--- config.mk ---
export PLATFORM = sky130hd
export DESIGN_NAME = hazard_stall_ctrl
export DESIGN_NICKNAME = d
export VERILOG_FILES = /design/src/rtl/mips_pipe_pkg.sv /design/src/rtl/instr_class_decode.sv /design/src/rtl/hazard_stall_ctrl.sv
export SDC_FILE = /design/constraint.sdc
export NUM_CORES = 1
export LEC_CHECK = 0
export ABC_AREA = 1
export CAP_MARGIN = 20
export CORE_UTILIZATION = 40
export CTS_CLUSTER_DIAMETER = 50
export DETAILED_ROUTE_END_ITERATION = 16
export GPL_ROUTABILITY_DRIVEN = 0
export HOLD_SLACK_MARGIN = 0.1
export PLACE_DENSITY = 0.66
export SLEW_MARGIN = 20
export SYNTH_ARGS = -nofsm -noshare
export SYNTH_HDL_FRONTEND = slang
export SYNTH_SLANG_ARGS = --single-unit
--- constraint.sdc ---
create_clock -name clk -period 8.3 [get_ports clk]
set_clock_uncertainty 0.1 [all_clocks]
set_input_delay 1.245 -clock clk [delete_from_list [all_inputs] [get_ports clk]]
set_output_delay 1.245 -clock clk [all_outputs]
set_load 0.01 [all_outputs]
--- src/rtl/mips_pipe_pkg.sv ---
// -----------------------------------------------------------------------------
// mips_pipe_pkg
// Definitions shared by the decode-side hazard logic of the 5-stage MIPS pipeline.
// Contents:
//   - opcode / funct / REGIMM-rt field encodings
//   - Tuse / Tnew encodings (TUSE_NONE = operand not read)
//   - instruction class codes produced by instr_class_decode
//   - sat_dec(): saturating decrement used when Tnew ages one stage
// Configuration macro used elsewhere in this slice: HAZ_STALL_STATS_EN.
// -----------------------------------------------------------------------------
package mips_pipe_pkg;

    // Primary opcodes (ir[31:26])
    localparam logic [5:0] OP_SPECIAL = 6'h00;
    localparam logic [5:0] OP_REGIMM  = 6'h01;
    localparam logic [5:0] OP_JAL     = 6'h03;
    localparam logic [5:0] OP_BEQ     = 6'h04;
    localparam logic [5:0] OP_BNE     = 6'h05;
    localparam logic [5:0] OP_ADDIU   = 6'h09;
    localparam logic [5:0] OP_ORI     = 6'h0D;
    localparam logic [5:0] OP_LUI     = 6'h0F;
    localparam logic [5:0] OP_LW      = 6'h23;
    localparam logic [5:0] OP_SW      = 6'h2B;

    // SPECIAL funct codes (ir[5:0])
    localparam logic [5:0] FN_MOVZ  = 6'h0A;
    localparam logic [5:0] FN_JR    = 6'h08;
    localparam logic [5:0] FN_JALR  = 6'h09;
    localparam logic [5:0] FN_MFHI  = 6'h10;
    localparam logic [5:0] FN_MTHI  = 6'h11;
    localparam logic [5:0] FN_MFLO  = 6'h12;
    localparam logic [5:0] FN_MTLO  = 6'h13;
    localparam logic [5:0] FN_MULT  = 6'h18;
    localparam logic [5:0] FN_MULTU = 6'h19;
    localparam logic [5:0] FN_DIV   = 6'h1A;
    localparam logic [5:0] FN_DIVU  = 6'h1B;
    localparam logic [5:0] FN_ADDU  = 6'h21;
    localparam logic [5:0] FN_SUBU  = 6'h23;
    localparam logic [5:0] FN_AND   = 6'h24;
    localparam logic [5:0] FN_OR    = 6'h25;
    localparam logic [5:0] FN_SLT   = 6'h2A;

    // REGIMM rt field selecting bgezal
    localparam logic [4:0] RT_BGEZAL = 5'h11;

    // Link register written by jal / bgezal
    localparam logic [4:0] REG_RA = 5'd31;

    // Tuse: stage distance (from D) at which an operand is first needed
    localparam logic [1:0] TUSE_0    = 2'd0;
    localparam logic [1:0] TUSE_1    = 2'd1;
    localparam logic [1:0] TUSE_2    = 2'd2;
    localparam logic [1:0] TUSE_NONE = 2'd3;

    // Tnew: cycles (counted from the E stage) until the result is forwardable
    localparam logic [1:0] TNEW_0 = 2'd0;
    localparam logic [1:0] TNEW_1 = 2'd1;
    localparam logic [1:0] TNEW_2 = 2'd2;

    typedef enum logic [3:0] {
        CLS_NONE,
        CLS_CAL_R,
        CLS_CAL_I,
        CLS_LOAD,
        CLS_STORE,
        CLS_BRANCH,
        CLS_BRANCH_LINK,
        CLS_JUMP_LINK,
        CLS_JUMP_REG,
        CLS_JUMP_REG_LINK,
        CLS_MDU_START,
        CLS_MDU_MF,
        CLS_MDU_MT
    } instr_class_e;

    // Tnew ages by one per stage but never goes below zero
    function automatic logic [1:0] sat_dec(input logic [1:0] t);
        if (t == 2'd0) begin
            return 2'd0;
        end
        return t - 2'd1;
    endfunction

endpackage : mips_pipe_pkg

--- src/rtl/instr_class_decode.sv ---
// -----------------------------------------------------------------------------
// instr_class_decode
// Purely combinational classification of the instruction held in D into the
// attributes the hazard unit needs.
// Ports:
//   ir_i            in  32  instruction word
//   a3_o            out 5   destination register (0 = writes nothing)
//   tnew_o          out 2   Tnew as seen when the instruction sits in E
//   tuse_rs_o       out 2   Tuse of rs (TUSE_NONE = not read)
//   tuse_rt_o       out 2   Tuse of rt (TUSE_NONE = not read)
//   is_mdu_start_o  out 1   mult/multu/div/divu
//   is_mdu_div_o    out 1   div/divu (selects the long busy period)
//   is_mdu_use_o    out 1   any HI/LO instruction (must wait for the MDU)
// -----------------------------------------------------------------------------
module instr_class_decode
    import mips_pipe_pkg::*;
(
    input  logic [31:0] ir_i,
    output logic [4:0]  a3_o,
    output logic [1:0]  tnew_o,
    output logic [1:0]  tuse_rs_o,
    output logic [1:0]  tuse_rt_o,
    output logic        is_mdu_start_o,
    output logic        is_mdu_div_o,
    output logic        is_mdu_use_o
);

    logic [5:0]   opcode;
    logic [5:0]   funct;
    logic [4:0]   rt;
    logic [4:0]   rd;
    instr_class_e cls;

    assign opcode = ir_i[31:26];
    assign rt     = ir_i[20:16];
    assign rd     = ir_i[15:11];
    assign funct  = ir_i[5:0];

    // rs and shamt fields do not influence the classification
    logic unused_fields;
    assign unused_fields = ^{ir_i[25:21], ir_i[10:6]};

    always_comb begin
        cls = CLS_NONE;
        case (opcode)
            OP_SPECIAL: begin
                case (funct)
                    FN_ADDU, FN_SUBU, FN_AND,
                    FN_OR, FN_SLT, FN_MOVZ:            cls = CLS_CAL_R;
                    FN_JR:                             cls = CLS_JUMP_REG;
                    FN_JALR:                           cls = CLS_JUMP_REG_LINK;
                    FN_MFHI, FN_MFLO:                  cls = CLS_MDU_MF;
                    FN_MTHI, FN_MTLO:                  cls = CLS_MDU_MT;
                    FN_MULT, FN_MULTU, FN_DIV, FN_DIVU: cls = CLS_MDU_START;
                    default:                           cls = CLS_NONE;
                endcase
            end
            OP_REGIMM: begin
                if (rt == RT_BGEZAL) begin
                    cls = CLS_BRANCH_LINK;
                end
            end
            OP_JAL:                   cls = CLS_JUMP_LINK;
            OP_BEQ, OP_BNE:           cls = CLS_BRANCH;
            OP_ORI, OP_ADDIU, OP_LUI: cls = CLS_CAL_I;
            OP_LW:                    cls = CLS_LOAD;
            OP_SW:                    cls = CLS_STORE;
            default:                  cls = CLS_NONE;
        endcase
    end

    always_comb begin
        a3_o           = 5'd0;
        tnew_o         = TNEW_0;
        tuse_rs_o      = TUSE_NONE;
        tuse_rt_o      = TUSE_NONE;
        is_mdu_start_o = 1'b0;
        is_mdu_use_o   = 1'b0;
        case (cls)
            CLS_CAL_R: begin
                a3_o      = rd;
                tnew_o    = TNEW_1;
                tuse_rs_o = TUSE_1;
                tuse_rt_o = TUSE_1;
            end
            CLS_CAL_I: begin
                a3_o      = rt;
                tnew_o    = TNEW_1;
                tuse_rs_o = TUSE_1;
            end
            CLS_LOAD: begin
                a3_o      = rt;
                tnew_o    = TNEW_2;
                tuse_rs_o = TUSE_1;
            end
            CLS_STORE: begin
                // store data is only needed in M
                tuse_rs_o = TUSE_1;
                tuse_rt_o = TUSE_2;
            end
            CLS_BRANCH: begin
                tuse_rs_o = TUSE_0;
                tuse_rt_o = TUSE_0;
            end
            CLS_BRANCH_LINK: begin
                a3_o      = REG_RA;
                tnew_o    = TNEW_0;
                tuse_rs_o = TUSE_0;
            end
            CLS_JUMP_LINK: begin
                a3_o   = REG_RA;
                tnew_o = TNEW_0;
            end
            CLS_JUMP_REG: begin
                tuse_rs_o = TUSE_0;
            end
            CLS_JUMP_REG_LINK: begin
                a3_o      = rd;
                tnew_o    = TNEW_0;
                tuse_rs_o = TUSE_0;
            end
            CLS_MDU_MF: begin
                a3_o         = rd;
                tnew_o       = TNEW_1;
                is_mdu_use_o = 1'b1;
            end
            CLS_MDU_MT: begin
                tuse_rs_o    = TUSE_1;
                is_mdu_use_o = 1'b1;
            end
            CLS_MDU_START: begin
                tuse_rs_o      = TUSE_1;
                tuse_rt_o      = TUSE_1;
                is_mdu_start_o = 1'b1;
                is_mdu_use_o   = 1'b1;
            end
            default: begin
                a3_o = 5'd0;
            end
        endcase
    end

    assign is_mdu_div_o = (cls == CLS_MDU_START) &&
                          ((funct == FN_DIV) || (funct == FN_DIVU));

endmodule : instr_class_decode

--- src/rtl/hazard_stall_ctrl.sv ---
// -----------------------------------------------------------------------------
// hazard_stall_ctrl
// Decode-stage stall/flush controller for the 5-stage MIPS pipeline. Keeps a
// shadow of the destination register and Tnew of the E and M stages, compares
// them against the Tuse of the instruction in D, and tracks the multiply/divide
// unit busy period so that HI/LO instructions wait for it.
// Parameters:
//   MULT_CYCLES  busy cycles started by mult/multu
//   DIV_CYCLES   busy cycles started by div/divu
//   CNT_W        busy counter width; must be able to hold DIV_CYCLES
// Ports:
//   clk        in  1   pipeline clock, rising edge
//   reset      in  1   asynchronous active-high, clears all state
//   ir_d       in  32  instruction currently in D
//   stall      out 1   hold F/D and insert a bubble into D->E
//   pc_en      out 1   ~stall
//   fd_en      out 1   ~stall
//   de_clr     out 1   = stall
//   mdu_busy   out 1   MDU busy (counter non-zero or start in E)
//   stall_cnt  out 32  stall cycle count, present only with HAZ_STALL_STATS_EN
// Configuration: define HAZ_STALL_STATS_EN to add the stall_cnt statistics.
// -----------------------------------------------------------------------------
module hazard_stall_ctrl
    import mips_pipe_pkg::*;
#(
    parameter int MULT_CYCLES = 5,
    parameter int DIV_CYCLES  = 10,
    parameter int CNT_W       = 4
) (
    input  logic        clk,
    input  logic        reset,
    input  logic [31:0] ir_d,
    output logic        stall,
    output logic        pc_en,
    output logic        fd_en,
    output logic        de_clr,
    output logic        mdu_busy
`ifdef HAZ_STALL_STATS_EN
    ,
    output logic [31:0] stall_cnt
`endif
);

    localparam logic [CNT_W-1:0] MULT_LOAD = CNT_W'(MULT_CYCLES);
    localparam logic [CNT_W-1:0] DIV_LOAD  = CNT_W'(DIV_CYCLES);

    // ------------------------------------------------------------------
    // Decode of the instruction in D
    // ------------------------------------------------------------------
    logic [4:0] a3_dec;
    logic [1:0] tnew_dec;
    logic [1:0] tuse_rs_dec;
    logic [1:0] tuse_rt_dec;
    logic       mdu_start_dec;
    logic       mdu_div_dec;
    logic       mdu_use_dec;

    instr_class_decode u_decode (
        .ir_i           (ir_d),
        .a3_o           (a3_dec),
        .tnew_o         (tnew_dec),
        .tuse_rs_o      (tuse_rs_dec),
        .tuse_rt_o      (tuse_rt_dec),
        .is_mdu_start_o (mdu_start_dec),
        .is_mdu_div_o   (mdu_div_dec),
        .is_mdu_use_o   (mdu_use_dec)
    );

    // ------------------------------------------------------------------
    // State
    // ------------------------------------------------------------------
    logic [4:0]       a3_e_q, a3_e_d;
    logic [1:0]       tnew_e_q, tnew_e_d;
    logic [4:0]       a3_m_q, a3_m_d;
    logic [1:0]       tnew_m_q, tnew_m_d;
    logic             mdu_start_e_q, mdu_start_e_d;
    logic             mdu_div_e_q, mdu_div_e_d;
    logic [CNT_W-1:0] mdu_cnt_q, mdu_cnt_d;

    // ------------------------------------------------------------------
    // Data hazard: one comparator pair per source operand (0 = rs, 1 = rt)
    // ------------------------------------------------------------------
    logic [4:0] src_reg  [2];
    logic [1:0] src_tuse [2];
    logic [1:0] src_hazard;

    assign src_reg[0]  = ir_d[25:21];
    assign src_reg[1]  = ir_d[20:16];
    assign src_tuse[0] = tuse_rs_dec;
    assign src_tuse[1] = tuse_rt_dec;

    genvar gi;
    generate
        for (gi = 0; gi < 2; gi++) begin : g_src
            // $0 is hard-wired, so a producer targeting it is never waited on
            assign src_hazard[gi] = (src_tuse[gi] != TUSE_NONE) &&
                                    (src_reg[gi] != 5'd0) &&
                                    (((src_reg[gi] == a3_e_q) && (tnew_e_q > src_tuse[gi])) ||
                                     ((src_reg[gi] == a3_m_q) && (tnew_m_q > src_tuse[gi])));
        end
    endgenerate

    logic data_stall;
    logic mdu_stall;

    assign data_stall = |src_hazard;

    // A start sitting in E counts as busy before the counter has been loaded,
    // so a HI/LO reader right behind a mult/div is held from the first cycle.
    assign mdu_busy  = (mdu_cnt_q != '0) || mdu_start_e_q;
    assign mdu_stall = mdu_busy && mdu_use_dec;

    assign stall  = data_stall | mdu_stall;
    assign pc_en  = ~stall;
    assign fd_en  = ~stall;
    assign de_clr = stall;

    // ------------------------------------------------------------------
    // Next state
    // ------------------------------------------------------------------
    always_comb begin
        a3_e_d        = a3_dec;
        tnew_e_d      = tnew_dec;
        mdu_start_e_d = mdu_start_dec;
        mdu_div_e_d   = mdu_div_dec;
        if (stall) begin
            // bubble into E: nothing written, no MDU start
            a3_e_d        = 5'd0;
            tnew_e_d      = TNEW_0;
            mdu_start_e_d = 1'b0;
            mdu_div_e_d   = 1'b0;
        end

        a3_m_d   = a3_e_q;
        tnew_m_d = sat_dec(tnew_e_q);

        if (mdu_start_e_q) begin
            mdu_cnt_d = mdu_div_e_q ? DIV_LOAD : MULT_LOAD;
        end else if (mdu_cnt_q != '0) begin
            mdu_cnt_d = mdu_cnt_q - CNT_W'(1);
        end else begin
            mdu_cnt_d = mdu_cnt_q;
        end
    end

    always_ff @(posedge clk or posedge reset) begin
        if (reset) begin
            a3_e_q        <= 5'd0;
            tnew_e_q      <= TNEW_0;
            a3_m_q        <= 5'd0;
            tnew_m_q      <= TNEW_0;
            mdu_start_e_q <= 1'b0;
            mdu_div_e_q   <= 1'b0;
            mdu_cnt_q     <= '0;
        end else begin
            a3_e_q        <= a3_e_d;
            tnew_e_q      <= tnew_e_d;
            a3_m_q        <= a3_m_d;
            tnew_m_q      <= tnew_m_d;
            mdu_start_e_q <= mdu_start_e_d;
            mdu_div_e_q   <= mdu_div_e_d;
            mdu_cnt_q     <= mdu_cnt_d;
        end
    end

`ifdef HAZ_STALL_STATS_EN
    // ------------------------------------------------------------------
    // Stall statistics, wraps at 2^32
    // ------------------------------------------------------------------
    logic [31:0] stall_cnt_q, stall_cnt_d;

    always_comb begin
        stall_cnt_d = stall_cnt_q;
        if (stall) begin
            stall_cnt_d = stall_cnt_q + 32'd1;
        end
    end

    always_ff @(posedge clk or posedge reset) begin
        if (reset) begin
            stall_cnt_q <= 32'd0;
        end else begin
            stall_cnt_q <= stall_cnt_d;
        end
    end

    assign stall_cnt = stall_cnt_q;
`endif

endmodule : hazard_stall_ctrl

## Word-level counts from Yosys, hierarchy flattened

Memories as Yosys holds them, arrays and structs flattened.
Index checks and enable logic that the tools add are counted.
W data, S select, Z words.

- Bitwise logic cells: 2
- Eq/ne operators: 30
- Muxes and demuxes: 18
- $add $sub $neg: 2
- Order comparisons: 4
- Reduce and logical (&&, ||, !) cells: 31

Operators by type and width:

| cell | count |
|---|---|
| $pmux W4 S7 | 1 |
| $eq A4 B4 Y1 const B | 5 |
| $eq A5 B5 Y1 | 4 |
| $eq A6 B4 Y1 const B | 3 |
| $eq A4 B3 Y1 const B | 4 |
| $pmux W5 S3 | 1 |
| $eq A6 B3 Y1 const B | 2 |
| $eq A6 B5 Y1 const B | 2 |
| $eq A6 B6 Y1 const B | 2 |
| $mux W4 | 3 |
| $reduce_or A3 Y1 | 4 |
| $logic_and A1 B1 Y1 | 10 |
| $reduce_bool A5 Y1 | 2 |
| $reduce_or A2 Y1 | 5 |
| $eq A4 B2 Y1 const B | 2 |
| $gt A2 B2 Y1 | 4 |
| $pmux W2 S2 | 2 |
| $eq A6 B1 Y1 const B | 1 |
| $eq A6 B2 Y1 const B | 1 |
| $logic_not A6 Y1 | 1 |
| $mux W2 | 3 |
| $pmux W2 S3 | 1 |
| $reduce_or A6 Y1 | 1 |
| $eq A5 B5 Y1 const B | 1 |
| other kinds (14) | 22 |

- Logic and storage cells: 95
- Flip-flop bits (word level): 20
- Memories kept: 1
- Input port bits: 34
- ROM bits: 256
- Output and inout port bits: 5

Memory list:

| memory | words | bits a word | rd ports | clocked after memory_dff | wr ports | RTL line | text |
|---|---|---|---|---|---|---|---|
| (no name shown) | 64 | 4 | 1 | 0 | 0 | instr_class_decode.sv:47 | `case (funct)` |

## Longest topological paths before layout

Gate-level depths: netlist of run 1.

- Depth in word-level cells: 13
- Gate-level depth with buffers: 23
- Gate-level depth less buffers: 22

## Hierarchy

From an unflattened synthesis of run 1, not the netlist that was laid out.

- Cell total of the unflattened synthesis: 297
- Area total of the unflattened synthesis: 1896.8 um^2

By module, submodules not included:

| module | cells each | area an instance (um^2) | instances | seq. area each (um^2) |
|---|---|---|---|---|
| hazard_stall_ctrl | 187 | 1332.5 | 1 | 500.5 |
| instr_class_decode | 110 | 564.3 | 1 | 0.0 |

## Least setup slack after synthesis of run 1

No wires, ideal clock.

- Kind: in2out
- From: in ir_d[0]
- To: out pc_en
- Data required time: 6.955 ns
- Buffers on the path: 1
- Stages on the path: 22
- Path slack: 3.461 ns
- Arrival: 3.494 ns
- Cells stage by stage: inv_1 -> ha_1 -> nor2_1 -> nand3_1 -> nand2_1 -> inv_1 -> nand2_1 -> nand2_1 -> nand2_1 -> nand2_1 -> nor2_1 -> nor2_1 -> nand2_1 -> ha_1 -> a21oi_1 -> nor4_1 -> a41oi_1 -> nor2_1 -> a21oi_2 -> nand2_4 -> inv_2 -> buf_4

- Word-level cells in the longest chain between the ends: 12
- Elaborated cells on any way between the ends: 40
- Classes of those cells: 4 x order compare; 13 x eq/ne; 4 x mux; 2 x bitwise; 16 x reduce/logical; 1 x memory

RTL lines:

| item | RTL line | text |
|---|---|---|
| from (decl) | hazard_stall_ctrl.sv:32 | `input logic [31:0] ir_d,` |
| $mem_v2 Z64 W4 * | n/a |  |
| $pmux W4 S7 * | instr_class_decode.sv:45 | `case (opcode)` |
| $eq A4 B2 Y1 (tied with other cells) | instr_class_decode.sv:79 | `case (cls)` |
| $reduce_or A6 Y1 (no line) (tied with other cells) | n/a |  |
| $pmux W2 S2 / $pmux W2 S3 (equally long branches) | instr_class_decode.sv:79 |  |
| $gt A2 B2 Y1, on equally long branches | hazard_stall_ctrl.sv:98, hazard_stall_ctrl.sv:99 |  |
| $logic_and A1 B1 Y1, on equally long branches | hazard_stall_ctrl.sv:98, hazard_stall_ctrl.sv:99 |  |
| $logic_or A1 B1 Y1 | hazard_stall_ctrl.sv:98 | `(((src_reg[gi] == a3_e_q) && (tnew_e_q > src_tuse[gi])) \|\|` |
| $logic_and A1 B1 Y1 | hazard_stall_ctrl.sv:97 | `(src_reg[gi] != 5'd0) &&` |
| $reduce_or A2 Y1 | hazard_stall_ctrl.sv:106 | `assign data_stall = \|src_hazard;` |
| $or A1 B1 Y1 * | hazard_stall_ctrl.sv:113 | `assign stall = data_stall \| mdu_stall;` |
| net de_clr | hazard_stall_ctrl.sv:36 | `output logic de_clr,` |
| $not A1 Y1 * | n/a |  |
| to (decl) | hazard_stall_ctrl.sv:34 | `output logic pc_en,` |

Mark *: on every way through the listed nets, which the timed path passes. The rest lies on a longest branch.

## Worst setup path after layout of run 1

- From: in ir_d[0]
- To: out pc_en

- Word-level cells in the longest chain between the ends: 12
- Elaborated cells on any way between the ends: 40
- Classes of those cells: 4 x order compare; 13 x eq/ne; 4 x mux; 2 x bitwise; 16 x reduce/logical; 1 x memory

RTL lines:

| item | RTL line | text |
|---|---|---|
| $mem_v2 Z64 W4 * | n/a |  |
| $pmux W4 S7 * | instr_class_decode.sv:45 |  |
| $eq A4 B2 Y1 (tied with other cells) | instr_class_decode.sv:79 |  |
| $reduce_or A6 Y1 (no line) (tied with other cells) | n/a |  |
| $pmux W2 S2 / $pmux W2 S3 (equally long branches) | instr_class_decode.sv:79 |  |
| $gt A2 B2 Y1, on equally long branches | hazard_stall_ctrl.sv:98, hazard_stall_ctrl.sv:99 |  |
| $logic_and A1 B1 Y1, on equally long branches | hazard_stall_ctrl.sv:98, hazard_stall_ctrl.sv:99 |  |
| $logic_or A1 B1 Y1 | hazard_stall_ctrl.sv:98 |  |
| $logic_and A1 B1 Y1 | hazard_stall_ctrl.sv:97 |  |
| $reduce_or A2 Y1 | hazard_stall_ctrl.sv:106 |  |
| $or A1 B1 Y1 * | hazard_stall_ctrl.sv:113 |  |
| $not A1 Y1 * | hazard_stall_ctrl.sv:114 | `assign pc_en = ~stall;` |

Mark *: on every way between the ends. The rest lies on a longest branch, timed or not.

==> impl_results.md, run 1 <==
* Status: complete, no violations
* CTS Buffer Depth at 2
* R2R depth at 9
* Clk_lat worst skew at 0.25 ns
* Leading register cell type out of synthesis: dfrtp_1
* TritonCTS Buffers at 3
* CTS Sinks at 20
* Worst-path clk slew at approximately 0.070 ns
* # diodes at 0
* Layout cells sized above 1 at a little under an eighth
* DRT antenna net count at 0
* Multi-input gate area at 1120 um^2
* Comb pwr share at 34.9%
* Core ar. at 4140 um^2
* RSZ-0062 raised after global routing: false
* HP Class: reg -> reg
* Die Footprint at ~4700 um^2
* Die Span X at a little under 70 um
* HPWL after DPL at 3160 um
* HP Start: a3_e_q[0]$_DFF_PP0_
* I/O Buffers at 33
* GRT Overall Usage at 16.7%
* Die H at roughly 69 um
* Hold_buf cts at 0
* Top cells by area, synth: dfrtp_1, nand2_1, inv_1
* Post-synth EDFFs at 0
* Largest net degree at the start of global routing at 21
* Postcts setup bufs at 0
* DR WL/cell at roughly 11 um
* Vias in the first global route at 1,453
* Sequential cell area at 500 um^2
* CP Launch Type: input pin
* CTS tree: yes
* Final setup viols at 0
* Clk root buf: clkbuf_8
* Worst endpoint required time at a little under 7 ns
* Worst r2r src: tnew_m_q[1]$_DFF_PP0_
* Initial Util at a little over two fifths
* YS warnings at 0
* Synthesized area at about 1800 um^2
* R2R Setup Slk at about 6.5 ns
* First-iteration detailed-routing DRC count at 56
* Async S/R FF share, synth at 100%
* RR Endpoint: tnew_e_q[1]$_DFF_PP0_
* Fmax at 165 MHz
* Critical Path Sink Type: output port
* Total wire length at approximately 3700 um
* P&R area growth vs syn at 23.5%
* Leak at about 1.1 nW
* Hold path endpoint: a3_m_q[0]$_DFF_PP0_
* Placed Instance Area at roughly 2200 um^2
* Synth cell types at 29
* Register bit total from synthesis at 20
* Hold Path Stages at 0
* Count leader, synth: nand2_1
* Fillers at 428
* Fin. max-slew vios at 0
* Sequential area share after synthesis at around 28%
* Int Power at ~0.00019 W
* Critical path data arrival time at 4.73 ns
* Worst slew pin tran at about 0.74 ns
* First-pass GRT wire length at 6000 um
* Via count at ~1.7k
* Drt drc at 0
* Fin crit share at around three quarters
* Sw Share at between 30% and 40%
* Pwr Density at about 130 nW/um^2
* Overflow after GRT at 0
* Max cap viols at 0
* Sequential Power Share at a little over two fifths
* Relative slew margins at about 50%
* Final instance area at 2210 um^2
* Worst-case vdd ir drop at 0.0572 mV
* Crit path time final at just over 6 ns
* Nets at around 340
* Via density at 4.90
* Post-CTS resize count at 0
* Largest area contributor in the netlist: dfrtp_1
* Clock Power Share at between 20% and 30%
* Gate Count Post-Synth at about 260
* NetSw at approximately 0.00009 W
* Crit Path Max Fanout at 10
* Drt pass-1 iters at 4
* Syn_nets at ~300
* Core Rows at 23
* Post-Syn Area per Cell at approximately 7.0 um^2
* H-tree depth at 1
* Most instantiated cells after synthesis: nand2_1, inv_1, nor2_1
* Initial antenna violation count at 0
* Crit path kind: in -> out
* Setup Total Neg Slack at 0 ns
* # IOs at 39
* Final Hold Vio Count at 0
* Yosys top cell area share at 28.0%
-- placed cells by master (no fill, tap or decap), drive strengths merged, types with 3 or more instances in the layout --
cell type      instances
or2                    5
ha                    10
o21ai                  5
nor4                   3
xor2                   9
nand3                 26
dfrtp                 20
xnor2                  8
a221oi                 5
a21oi                 13
clkbuf                 3
clkdlybuf4s50         33
inv                   40
nand2                 56
nor2                  40
nor3                   7
-- registers in the layout, indices dropped and copies added (netlist names) --
name	cells
a3_e_q	5
a3_m_q	5
mdu_cnt_q	4
tnew_e_q	2
tnew_m_q	2
mdu_div_e_q	1
mdu_start_e_q	1
-- metal layers --
| metal | vias to the layer above | wire (um) | part of all wire, % | GRT usage [%] |
|---|---|---|---|---|
| li1 | 900 | - | - | - |
| met1 | 743 | 1890 | 51 | 22.6 |
| met2 | 25 | 1700 | 46 | 28.7 |
| met3 | 4 | 60 | 1.6 | 0.987 |
| met4 | 0 | 46 | 1.2 | 4.59 |
| met5 | - | 0 | 0 | 0 |
-- stage by stage --
step	setup WS [ns]	std cells	hold WS (ns)	total power (W)	utilization (%)
floorplan	3.46	257	0.304	0.000184	-
global placement	2.22	338	0.327	0.000218	52.2
detailed placement	2.19	338	0.331	0.000220	52.2
CTS	2.19	341	0.347	0.000282	53.2
global route	1.84	341	0.361	0.000300	53.2
finish	2.22	341	0.344	0.000280	53.2
-- power groups by stage --
stage / Clock [W] / Combinational, W / Sequential (W)
after CTS: 0.0000625 / 0.0000986 / 0.000121
after global routing: 0.0000659 / 0.000111 / 0.000123
final: 0.0000615 / 0.0000976 / 0.000120
after global placement: 0 / 0.0000953 / 0.000122
after floorplan: 0 / 0.0000641 / 0.000120
after detailed placement: 0 / 0.0000977 / 0.000123
-- cells by family after synthesis --
logic type,share of synthesized area (%)
AO/OA/AOI/OAI,10.2
adder cells (fa/ha/maj),7.00
AND/OR/NAND/NOR,37.3
buffers and inverters,9.24
flip-flops,28.0
XOR/XNOR,8.33
-- worst max-delay path: stages --
cell and delay [ns]:
clkdlybuf4s50_1 0.54, inv_1 0.06, ha_1 0.29, nor2_1 0.11, nand3_1 0.07, nand2_1 0.07, inv_1 0.04, nand2_1 0.07
nand2_1 0.08, nand2_1 0.12, nand2_1 0.07, nor2_1 0.12, nor2_1 0.08, nand2_1 0.10, ha_1 0.26, a21oi_1 0.14
nor4_1 0.07, a41oi_1 0.19, nor2_1 0.07, a21oi_2 0.19, nand2_4 0.14, inv_2 0.07, clkdlybuf4s50_1 0.53
-- final cells by class --
cell class / count / area share, %
sequential: 20 / 22.7
multi-input combinational: 195 / 50.8
clock buffer: 3 / 1.87
inverter: 40 / 6.81
timing repair buffer: 33 / 15.0
tap: 50 / 2.84
-- worst max-delay path by stage --
stage / from / slack, ns / depth (start not counted) / to
global route: ir_d[0] / 1.84 / 23 / stall
global placement: ir_d[0] / 2.22 / 23 / pc_en
finish: ir_d[0] / 2.22 / 23 / pc_en
CTS: ir_d[0] / 2.19 / 23 / pc_en
detailed placement: ir_d[0] / 2.19 / 23 / pc_en
floorplan: ir_d[0] / 3.46 / 22 / pc_en
Power figures use the tool's default switching activity.
==> run 2: changes to the inputs <==
==> constraint.sdc (replaced) <==
create_clock -name clk -period 5.6 [get_ports clk]
set_clock_uncertainty 0.1 [all_clocks]
set_input_delay 0.84 -clock clk [delete_from_list [all_inputs] [get_ports clk]]
set_output_delay 0.84 -clock clk [all_outputs]
set_load 0.01 [all_outputs]
==> run 2 against run 1 <==
  * Sequential share of layout area shrank 0.13 points
  * Clock power grew 49%
  * Power grew 48%
  * Final area rose by 0.57%
  * Critical endpoint unchanged
  * Global-route usage is 0.21 points higher
  * Final cell count unchanged
  * Non-clock buffer count did not move
  * Via count rose by 1.1%
==> impl_results.md, run 2 (same netlist as run 1, synthesis figures left out) <==
* Status: complete, no violations
* Final Hold Vio Count at 0
* Max cap viols at 0
* Total power at between 0.0004 and 0.0005 W
* Fin crit share at between 90% and 100%
* CP cell instances: clkdlybuf4s50_1 -> inv_1 -> nor2_2 -> nand3_1 -> nor2_1 -> nor2_1 -> nand2_2 -> inv_2 -> nor3_1 -> nor2_1 -> nand2_1 -> ha_1 -> a21oi_2 -> nor4_2 -> a41oi_1 -> nor2_1 -> a21oi_2 -> nand2_4 -> inv_2 -> clkdlybuf4s50_1
* Largest stage delay, worst path at ~0.56 ns
* Commonest non-fill, non-tap cell in the layout: nand2_1
* Post-layout util at 53.5%
* Die H at ~69 um
* Critical Path Sink Type: output port
* Most frequent cells in the layout: nand2_1, inv_1, clkdlybuf4s50_1, nor2_1, nand3_1
* Via count at approximately 1.7k
* Layout cells sized above 1 at 12.0%
* Fmax at 192 MHz
* Worst path slowest cell: clkdlybuf4s50_1
* Placed Instance Area at about 2200 um^2
* Largest net degree at the start of global routing at 21
* Die Span X at around 70 um
* Crit path time final at roughly 5.2 ns
* First-pass GRT wire length at between 6000 and 7000 um
* Final setup viols at 0
* Worst-case vdd ir drop at roughly 0.10 mV
* Leak at 1.12 nW
* CTS Buffer Depth at 2
* Via density at 4.96
* HP Class: reg -> reg
* TritonCTS Buffers at 3
* RSZ-0062 raised after global routing: false
* Buf+Inv Stages, Crit Path at 5
* Crit path kind: in -> out
* Largest registers: a3_e_q x5, a3_m_q x5, mdu_cnt_q x4
* Nets at approximately 340
* Clk_lat worst skew at 0.26 ns
* DR WL/cell at around 11 um
* Drt pass-1 iters at 4
* Clk root buf: clkbuf_8
* Worst slew pin tran at around 0.77 ns
* H-tree depth at 1
* # diodes at 0
* CP Launch Type: input pin
* # IOs at 39
* CTS tree: yes
* Crit Path Max Fanout at 10
* DRT antenna net count at 0
* GRT Overall Usage at 16.9%
* Vias in the first global route at 1,469
* Fin. max-slew vios at 0
* P&R area growth vs syn at 24.2%
* HPWL after DPL at ~3200 um
* Pwr Density at roughly 190 nW/um^2
* Hold_buf cts at 0
* Initial antenna violation count at 0
* CTS Sinks at 20
* CP top delay family: simple AND/OR/NAND/NOR gates
* Critical path data arrival time at approximately 4.3 ns
* Final instance area at between 2000 and 2500 um^2
* Post-CTS resize count at 0
* Most used cell along the critical path: nor2_1
* Hold_ws at roughly 0.34 ns
* First-iteration detailed-routing DRC count at 60
* Worst-path clk slew at roughly 0.07 ns
* Postcts setup bufs at 0
* Die Footprint at 4740 um^2
* Relative slew margins at approximately 49%
* Drt drc at 0
* Core ar. at 4140 um^2
* Overflow after GRT at 0
* Core Rows at 23
* Setup Total Neg Slack at 0 ns
* Total wire length at roughly 3800 um
* Worst endpoint required time at between 4 and 5 ns
* Initial Util at between 40% and 50%
* I/O Buffers at 33
==> run 2: cell count changes in the layout (fill, tap and decap cells not counted), sizes merged <==
cell | before | now
clkdlybuf4s50 | 33 | 32
dlymetal6s2s | 0 | 1
==> run 2: through the flow <==
step                worst slack, ns  std cells
detailed placement            0.243        338
CTS                           0.238        341
finish                        0.382        341
global route                 0.0335        341
global placement              0.331        338
floorplan                      1.57        257
==> run 2: per-layer routing <==
layer	global-route usage [%]	up-vias	part of all wire, %
li1	-	900	-
met1	23.0	757	49
met2	28.2	29	47
met3	0.987	5	1.9
met4	6.12	0	1.5
met5	0	-	0
==> run 2: path summary, 6_finish.rpt <==
path | from | to | slack, ns | cells after the start
setup reg to reg | tnew_m_q[1]$_DFF_PP0_ | tnew_e_q[1]$_DFF_PP0_ | 3.73 | 9
min in group asynchronous | reset | a3_m_q[4]$_DFF_PP0_ | 0.92 | 2
setup / recovery | ir_d[4] | pc_en | 0.38 | 20
max in group asynchronous | reset | mdu_cnt_q[2]$_DFFE_PP0P_ | 4.00 | 2
hold reg to reg | a3_e_q[2]$_DFF_PP0_ | a3_m_q[2]$_DFF_PP0_ | 0.34 | 0
hold / removal | a3_e_q[2]$_DFF_PP0_ | a3_m_q[2]$_DFF_PP0_ | 0.34 | 0
==> run 2: power breakdown <==
group / total (W) / internal [W] / switching [W] / leakage (nW)
clock: 0.0000914 / 0.0000479 / 0.0000435 / 0.0216
sequential: 0.000179 / 0.000164 / 0.0000145 / 0.267
combinational: 0.000143 / 0.0000690 / 0.0000736 / 0.835
==> run 2: final cells by class <==
cell class	instances	area [um^2]
fillers	428	1930
multi-input cells	195	1130
flip-flops and latches	20	500
repair buffers	33	333
inverters	40	150
well taps	50	62.6
clock buffers	3	41.3
==> run 2: worst reg2reg max path, stage by stage (launching register included) <==
cell	delay [ns]
dfrtp_1	0.40
ha_1	0.33
nand2_1	0.09
nand4_1	0.11
nor4_2	0.19
a41oi_1	0.08
nor2_1	0.15
a21oi_2	0.10
nand2_4	0.16
nor2_1	0.05
==> run 3: changes to the inputs <==
--- a/config.mk
+++ b/config.mk
@@ -13,7 +13,7 @@
 export GPL_ROUTABILITY_DRIVEN = 0
 export HOLD_SLACK_MARGIN = 0.1
 export PLACE_DENSITY = 0.66
-export SLEW_MARGIN = 20
+export SLEW_MARGIN = 25
 export SYNTH_ARGS = -nofsm -noshare
 export SYNTH_HDL_FRONTEND = slang
 export SYNTH_SLANG_ARGS = --single-unit
==> results of run 3 <==
The final DEF is identical to that of run 2; final timing and power are the same.
